<file path="src/rtl/spi_byte_master_pkg.sv">
// rtl/spi_byte_master_pkg.sv - state encodings and reset constants for spi_byte_master
package spi_byte_master_pkg;

  // Transfer sequencer states; the encoding is also the read-back layout used by tk1.
  typedef enum logic [1:0] {
    ST_IDLE   = 2'd0,
    ST_SCK_LO = 2'd1,
    ST_SCK_HI = 2'd2,
    ST_DONE   = 2'd3
  } spi_state_t;

  localparam logic       RST_SS      = 1'b1;
  localparam logic       RST_SCK     = 1'b0;
  localparam logic       RST_MOSI    = 1'b0;
  localparam logic       RST_READY   = 1'b1;
  localparam logic [7:0] RST_RX_DATA = 8'h00;

endpackage

</file>
<file path="src/rtl/spi_clk_div.sv">
// rtl/spi_clk_div.sv - SCK phase counter producing a one-cycle phase_done tick
module spi_clk_div
  import spi_byte_master_pkg::*;
#(
  parameter int unsigned CLK_DIV = 2
) (
  input  logic clk,
  input  logic reset_n,
  input  logic clear,
  input  logic run,
  output logic phase_done
);

  localparam logic [7:0] RELOAD = 8'(CLK_DIV - 1);

  logic [7:0] cnt;

  assign phase_done = run && (cnt == 8'd0);

  // Count down through one SCK half-period; reload on every phase change, start or abort.
  always_ff @(posedge clk or negedge reset_n) begin
    if (!reset_n) begin
      cnt <= RELOAD;
    end else if (clear || !run || (cnt == 8'd0)) begin
      cnt <= RELOAD;
    end else begin
      cnt <= cnt - 8'd1;
    end
  end

endmodule

</file>
<file path="src/rtl/spi_byte_master.sv">
// rtl/spi_byte_master.sv - mode-0 MSB-first byte SPI master; optional SPI_BYTE_MASTER_LOOPBACK_EN
module spi_byte_master
  import spi_byte_master_pkg::*;
#(
  parameter int unsigned CLK_DIV = 2
) (
  input  logic       clk,
  input  logic       reset_n,
  input  logic       spi_enable,
  input  logic       spi_enable_vld,
  input  logic       spi_start,
  input  logic [7:0] spi_tx_data,
  input  logic       spi_tx_data_vld,
  output logic [7:0] spi_rx_data,
  output logic       spi_ready,
  output logic       spi_ss,
  output logic       spi_sck,
  output logic       spi_mosi,
`ifdef SPI_BYTE_MASTER_LOOPBACK_EN
  input  logic       spi_loopback,
`endif
  input  logic       spi_miso
);

  spi_state_t state, state_nxt;

  logic       enable_reg, enable_nxt;
  logic [7:0] tx_reg, tx_nxt;
  logic [7:0] shift_reg, shift_nxt;
  logic [7:0] rx_shift, rx_shift_nxt;
  logic [2:0] bit_ctr, bit_ctr_nxt;
  logic       sck_nxt, mosi_nxt, ready_nxt;
  logic [7:0] rx_data_nxt;
  logic [7:0] tx_eff;
  logic       busy, div_clear, div_run, phase_done, sample_bit;

  assign busy    = (state != ST_IDLE);
  assign div_run = (state == ST_SCK_LO) || (state == ST_SCK_HI);
  assign spi_ss  = ~enable_reg;
  // A tx load arriving with the start strobe wins over the held tx_reg.
  assign tx_eff  = spi_tx_data_vld ? spi_tx_data : tx_reg;

`ifdef SPI_BYTE_MASTER_LOOPBACK_EN
  assign sample_bit = spi_loopback ? spi_mosi : spi_miso;
`else
  assign sample_bit = spi_miso;
`endif

  spi_clk_div #(.CLK_DIV(CLK_DIV)) u_clk_div (
    .clk       (clk),
    .reset_n   (reset_n),
    .clear     (div_clear),
    .run       (div_run),
    .phase_done(phase_done)
  );

  // State register.
  always_ff @(posedge clk or negedge reset_n) begin
    if (!reset_n) begin
      state <= ST_IDLE;
    end else begin
      state <= state_nxt;
    end
  end

  // Datapath and output registers.
  always_ff @(posedge clk or negedge reset_n) begin
    if (!reset_n) begin
      enable_reg  <= 1'b0;
      tx_reg      <= 8'h00;
      shift_reg   <= 8'h00;
      rx_shift    <= 8'h00;
      bit_ctr     <= 3'd0;
      spi_sck     <= RST_SCK;
      spi_mosi    <= RST_MOSI;
      spi_ready   <= RST_READY;
      spi_rx_data <= RST_RX_DATA;
    end else begin
      enable_reg  <= enable_nxt;
      tx_reg      <= tx_nxt;
      shift_reg   <= shift_nxt;
      rx_shift    <= rx_shift_nxt;
      bit_ctr     <= bit_ctr_nxt;
      spi_sck     <= sck_nxt;
      spi_mosi    <= mosi_nxt;
      spi_ready   <= ready_nxt;
      spi_rx_data <= rx_data_nxt;
    end
  end

  // Next-state and next-output decode; a chip-select drop while busy overrides everything.
  always_comb begin
    state_nxt    = state;
    enable_nxt   = enable_reg;
    tx_nxt       = tx_reg;
    shift_nxt    = shift_reg;
    rx_shift_nxt = rx_shift;
    bit_ctr_nxt  = bit_ctr;
    sck_nxt      = spi_sck;
    mosi_nxt     = spi_mosi;
    ready_nxt    = spi_ready;
    rx_data_nxt  = spi_rx_data;
    div_clear    = 1'b0;

    if (spi_enable_vld) begin
      enable_nxt = spi_enable;
    end
    if (spi_tx_data_vld && !busy) begin
      tx_nxt = spi_tx_data;
    end

    case (state)
      ST_IDLE: begin
        if (spi_start && enable_reg) begin
          shift_nxt   = tx_eff;
          bit_ctr_nxt = 3'd0;
          mosi_nxt    = tx_eff[7];
          ready_nxt   = 1'b0;
          div_clear   = 1'b1;
          state_nxt   = ST_SCK_LO;
        end
      end
      ST_SCK_LO: begin
        if (phase_done) begin
          sck_nxt      = 1'b1;
          rx_shift_nxt = {rx_shift[6:0], sample_bit};
          state_nxt    = ST_SCK_HI;
        end
      end
      ST_SCK_HI: begin
        if (phase_done) begin
          sck_nxt     = 1'b0;
          shift_nxt   = {shift_reg[6:0], 1'b0};
          mosi_nxt    = shift_reg[6];
          bit_ctr_nxt = bit_ctr + 3'd1;
          state_nxt   = (bit_ctr == 3'd7) ? ST_DONE : ST_SCK_LO;
        end
      end
      ST_DONE: begin
        rx_data_nxt = rx_shift;
        ready_nxt   = 1'b1;
        mosi_nxt    = 1'b0;
        state_nxt   = ST_IDLE;
      end
      default: state_nxt = ST_IDLE;
    endcase

    if (busy && spi_enable_vld && !spi_enable) begin
      state_nxt   = ST_IDLE;
      sck_nxt     = 1'b0;
      mosi_nxt    = 1'b0;
      ready_nxt   = 1'b1;
      rx_data_nxt = spi_rx_data;
      div_clear   = 1'b1;
    end
  end

endmodule

</file>
<file path="config.mk">
export PLATFORM = sky130hd
export DESIGN_NAME = spi_byte_master
export DESIGN_NICKNAME = d
export VERILOG_FILES = /design/src/rtl/spi_byte_master_pkg.sv /design/src/rtl/spi_clk_div.sv /design/src/rtl/spi_byte_master.sv
export SDC_FILE = /design/constraint.sdc
export NUM_CORES = 1
export LEC_CHECK = 0
export ABC_CLOCK_PERIOD_IN_PS = 3100
export CAP_MARGIN = 20
export CORE_MARGIN = 1.5
export CORE_UTILIZATION = 55
export CTS_CLUSTER_DIAMETER = 40
export DETAILED_ROUTE_END_ITERATION = 16
export PLACE_DENSITY = 0.78
export SYNTH_ARGS = -nofsm -noshare
export SYNTH_HDL_FRONTEND = slang
export SYNTH_HIERARCHICAL = 1
export SYNTH_SLANG_ARGS = --single-unit
</file>
<file path="constraint.sdc">
create_clock -name clk -period 3.1 [get_ports clk]
set_input_delay 0.465 -clock clk [delete_from_list [all_inputs] [get_ports clk]]
set_output_delay 0.465 -clock clk [all_outputs]
set_load 0.1 [all_outputs]
</file>
# Yosys cells after proc, flatten, opt, wreduce, memory -nomap -nowiden
# Cells that the tools add are included.
[word_totals]
wordCells = 77
output_inout_bits = 12
ff_bits = 48
[op_classes]
reduce_logical = 25
eq_ne = 9
add_sub_neg = 2
n_bitwise = 2
muxes = 28
[ops]
columns = ["cell", "n"]
rows = [
  ["8-bit two-way mux", 2],
  ["7-bit two-way mux", 2],
  ["7-bit one-hot mux with 2 select lines", 1],
  ["3-bit AND reduction", 4],
  ["1-bit two-way mux", 11],
  ["2-bit two-way mux", 5],
  ["8-bit zero test", 1],
  ["2-bit one-hot mux with 4 select lines", 1],
  ["8-bit by 1-bit subtractor with 8-bit output (second input constant)", 1],
  ["3-bit two-way mux", 2],
  ["3-bit by 2-bit != test with 1-bit output (second input constant)", 2],
  ["3-bit one-hot mux with 2 select lines", 1],
  ["2-bit AND reduction", 3],
  ["3-bit nonzero test", 2],
  ["1-bit logical AND", 5],
  ["2-bit equality test (second input constant)", 2],
  ["2-bit != test (second input constant)", 2],
  ["1-bit one-hot mux with 2 select lines", 2],
  ["2-bit nonzero test", 2],
  ["4-bit nonzero test", 1],
  ["3-bit by 1-bit adder with 3-bit output (second input constant)", 1],
  ["3-bit equality test (second input constant)", 1],
  ["1-bit zero test", 3],
  ["1-bit logical OR", 3],
  ["other kinds (5)", 6],
]

# Depth between registers and ports, before layout
[depth]
ltp_word = 7
mapped_depth = 8
mapped_depth_nobuf = 7

# Hierarchy
# The synthesis kept the hierarchy.
[by_module_without_submodules]
columns = ["mod", "n_inst", "cells_each", "area_each_um2"]
rows = [
  ["spi_byte_master", 1, 154, 1955.6],
  ["spi_clk_div", 1, 40, 407.9],
]

# Least setup slack after synthesis
# No wires, ideal clock.
[synth_timing]
kind = "reg-to-reg"
start = "reg u_clk_div.cnt[0]"
end = "reg shift_reg[0]"
setup_time_ns = 0.125
required_time_ns = 2.975
stages_incl_launch_ff = 9
path_buffers = 1
synth_period_minus_slack_ns = 2.267
path_slack_ns = 0.833
t_arrival_ns = 2.143
path_cell_list = "dfstp_2 inv_1 ha_1 or3b_2 nor3_1 clkbuf_2 nor2b_4 nor3_4 mux2_2"
[synth_via]
elab_chain_cells = 4
[synth_rtl]
columns = ["element", "line_no", "source"]
rows = [
  ["from (decl)", "spi_clk_div.sv:16", "logic [7:0] cnt;"],
  ["from (signal assigned)", "spi_clk_div.sv:27", "cnt <= cnt - 8'd1;"],
  ["8-bit zero test", "spi_clk_div.sv:18", "assign phase_done = run && (cnt == 8'd0);"],
  ["1-bit logical AND", "spi_clk_div.sv:18", ""],
  ["via phase_done", "spi_byte_master.sv:35", "logic busy, div_clear, div_run, phase_done, sample_bit;"],
  ["2-bit != test (no source line)", "--", ""],
  ["3-bit AND reduction (no source line)", "--", ""],
  ["to (signal assigned)", "spi_byte_master.sv:81", "shift_reg <= shift_nxt;"],
  ["to (decl)", "spi_byte_master.sv:29", "logic [7:0] shift_reg, shift_nxt;"],
]
# The timed path passes the listed nets, and every way through them passes these cells.
# A chain may end at the register's enable or synchronous reset.

# Worst setup path after layout
[layout_timing]
start = "reg u_clk_div.cnt[0]"
end = "reg shift_reg[1]"
# The elaborated chain is that of the path after synthesis.

==> out/qor.csv <==
stage,metric,value,unit
outcome,status,finished clean,
sta,Final min period,2462,ps
drt,DR vias/cell,5.675,
pwr,Power Density,1049,nW/um2
pwr,sequential share of power,0.359,
drt,DRC,0,
logic_synthesis,warnings from Yosys,6,
worst_setup_path,flop2flop setup slack,640,ps
clocking,Clock Latency Late Sink,300,ps
placement,DP Area,2615,um2
cells_and_area,share of layout cells above drive strength 1,0.3080,
pwr,Comb power frac,0.507,
logic_synthesis,register area share after synthesis,0.5093,
worst_setup_path,Crit Path Class,reg2reg,
clocking,Root Buffer,clkbuf_8,
global_routing,initial antenna violation count,0,
sta,Final Cycle Share,0.7941,
cells_and_area,antenna cell count,0,
pwr,switching share of power,0.4311,
logic_synthesis,Yosys top cell by area,dfrtp_1,
logic_synthesis,Commonest cells post-synth,"dfrtp_1 (46), mux2_2 (31), nand2_1 (14), o21ai_0 (13)",
cells_and_area,final instance area,2738,um2
floorplan,Rows,23,
global_routing,vias in the first global route,1595,
job,Max Cap Viol,0,
logic_synthesis,Syn Nets,218,
worst_setup_path,WP data required,3290,ps
sta,Least-Margin Pin Slew,741.6,ps
cells_and_area,P&R area growth vs syn,15.83,%
sta,relative slew slack,0.5056,
logic_synthesis,asr flop ratio synth,1.000,
pwr,internal cell power,1.634,mW
sta,setup slack after layout,638.2,ps
logic_synthesis,share of the synthesized area in the top cell type,0.4870,
clocking,CTS resizes,0,
sta,RSZ-0062 raised after global routing,false,
pwr,clock share of power,0.134,
floorplan,Ports,27,
sta,post-route setup TNS,0,ps
sta,hold_ws,493.2,ps
clocking,Clock Pin Slew Worst Setup and Hold Paths,90,ps
logic_synthesis,Synth area leaders,"dfrtp_1 (49%), mux2_2 (15%), ha_1 (4.8%)",
drt,DRT antenna net count,0,
sta,Final Skew,5.824,ps
drt,wire length per cell,15.70,um
logic_synthesis,Post-synth EDFFs,0,
logic_synthesis,post-synth cell types,44,
worst_setup_path,Worst path slowest cell,or3b_2,
clocking,CTS tree,done,
worst_setup_path,Critical Path Start Type,flip-flop,
global_routing,global route overflow,0,
worst_setup_path,worst-path maximum fanout,8,
global_routing,Tot GR Track Use,0.2132,
sta,# setup viols final,0,
worst_setup_path,Worst setup EP type,flip-flop,
cells_and_area,fin nets,247,
min_path,hold depth,1,
logic_synthesis,Avg Inst Size Synth,12.18,um2
floorplan,Initial Utilization,0.5825,
worst_setup_path,Reg2Reg Depth,8,
sta,fmax,0.4062,GHz
clocking,H-tree depth,2,
clocking,# Post-CTS Setup Buffers,0,
floorplan,Horiz. Die Dim,68.56,um
floorplan,die area,4700,um2
placement,RePlAce Congestion,0.7802,
logic_synthesis,synthesized flop and latch total,48,
pwr,Peak supply drop,687.1,uV
logic_synthesis,synthesized area,2364,um2
global_routing,largest net degree at the start of global routing,49,
worst_setup_path,"Largest stage delay, worst path",480,ps
placement,HPWL after DPL,3086,um
cells_and_area,"Core Util, Final",0.6747,
logic_synthesis,Post-Syn Instances,194,
drt,1st-iter DRT viols,60,
clocking,Max clock buf depth,2,
global_routing,first-pass GRT wire length,7245,um
placement,IO buf count,26,
floorplan,core box area,4058,um2
drt,overall routed net length,4303,um
clocking,CTS buffer count,5,
min_path,Hold Crit Class,reg2reg,
floorplan,die height,68.56,um
sta,Final Max Tran Viols,0,
drt,drt pass-1 iters,4,
logic_synthesis,most common cell in the netlist,dfrtp_1,
pwr,leakage power,1.284,nW
drt,Via Count,1555,
clocking,Sink Count,48,
pwr,net switching power,1.239,mW
worst_setup_path,crit path DAT,2650,ps
worst_setup_path,crit-path cells,inv_1 -> ha_1 -> or3b_2 -> nor3_1 -> buf_4 -> nor2b_4 -> nor3_4 -> mux2_2,
sta,final hold violations,0,
logic_synthesis,Most used DFF post-synth,dfrtp_1,
placement,pre-CTS setup slack,676.8,ps
## what timing repair did
action	4_1_cts	5_1_grt
endpoints found under the hold margin	0	4
endpoints found under the setup margin	0	0
hold buffers	0	1
## worst paths after layout
kind                                            startpoint                    endpoint
worst max-delay path            u_clk_div/cnt[0]$_DFF_PN1_    shift_reg[1]$_DFFE_PN0P_
worst min-delay path                bit_ctr[0]$_DFFE_PN0P_      bit_ctr[0]$_DFFE_PN0P_
worst max register to register  u_clk_div/cnt[0]$_DFF_PN1_    shift_reg[1]$_DFFE_PN0P_
worst min register to register      bit_ctr[0]$_DFFE_PN0P_      bit_ctr[0]$_DFFE_PN0P_
max in group asynchronous                          reset_n  u_clk_div/cnt[0]$_DFF_PN1_
min in group asynchronous                          reset_n    shift_reg[6]$_DFFE_PN0P_
## critical path: cells and delay by family (launching register included)
family / cells / cell delay, ps
adder cells (fa/ha/maj): 1 / 180
multiplexers: 1 / 390
buffers and inverters: 2 / 270
flip-flops: 1 / 370
AND/OR/NAND/NOR: 4 / 1130
## kinds of logic (layout without fill, tap and decap cells)
family / after synthesis / after routing / synth area share
AND/OR/NAND/NOR: 49 / 49 / 0.1233
flip-flops: 48 / 48 / 0.5093
multiplexers: 41 / 41 / 0.1922
AO/OA/AOI/OAI: 32 / 32 / 0.09423
buffers and inverters: 14 / 44 / 0.02964
adder cells (fa/ha/maj): 9 / 9 / 0.04765
XOR/XNOR: 1 / 1 / 0.003706
## layer usage
metal  global-route usage  vias to the layer above  part of all wire
met3              0.06331                        6             0.036
met1               0.2659                      774              0.47
li1                     -                      745                 -
met5                    0                        -                 0
met2               0.3486                       30              0.48
met4              0.08250                        0             0.015
## power groups by stage
stage	sequential, mW	clock [mW]	combinational, mW
3_3_place_gp	1.02	0	1.38
6_report	1.03	0.386	1.46
3_5_place_dp	1.04	0	1.45
2_1_floorplan	1.32	0	0.863
5_1_grt	1.07	0.426	1.57
4_1_cts	1.03	0.393	1.46
## area by class of cell
class | count | area (um2)
Timing Repair Buffer | 29 | 262.8
Tap cell | 50 | 62.56
Inverter | 7 | 26.28
Clock inverter | 2 | 10.01
Sequential cell | 48 | 1204
Clock buffer | 6 | 82.58
Multi-Input combinational cell | 132 | 1090
Fill cell | 322 | 1320
## stage by stage
stage,cells,power (mW)
2_1_floorplan,194,2.178
3_3_place_gp,264,2.399
3_5_place_dp,264,2.489
4_1_cts,272,2.879
5_1_grt,274,3.066
6_report,274,2.873
## placed cells by master (no fill, tap or decap), types with 2 or more instances in the layout
cell type / instances
a21bo_2: 2
mux2_2: 31
nor2b_1: 4
o31ai_1: 2
dfrtp_1: 46
dfstp_2: 2
nand2_1: 14
buf_4: 13
or3_1: 2
nand2b_1: 3
nand4_1: 3
a21oi_1: 5
or2_2: 2
ha_1: 9
nand3b_1: 2
clkdlybuf4s50_1: 13
o2111ai_1: 2
clkbuf_8: 6
nand3_1: 2
clkinv_2: 2
o21ai_0: 13
nor2_1: 7
inv_1: 7
mux2i_1: 9
Power figures use the tool's default switching activity.
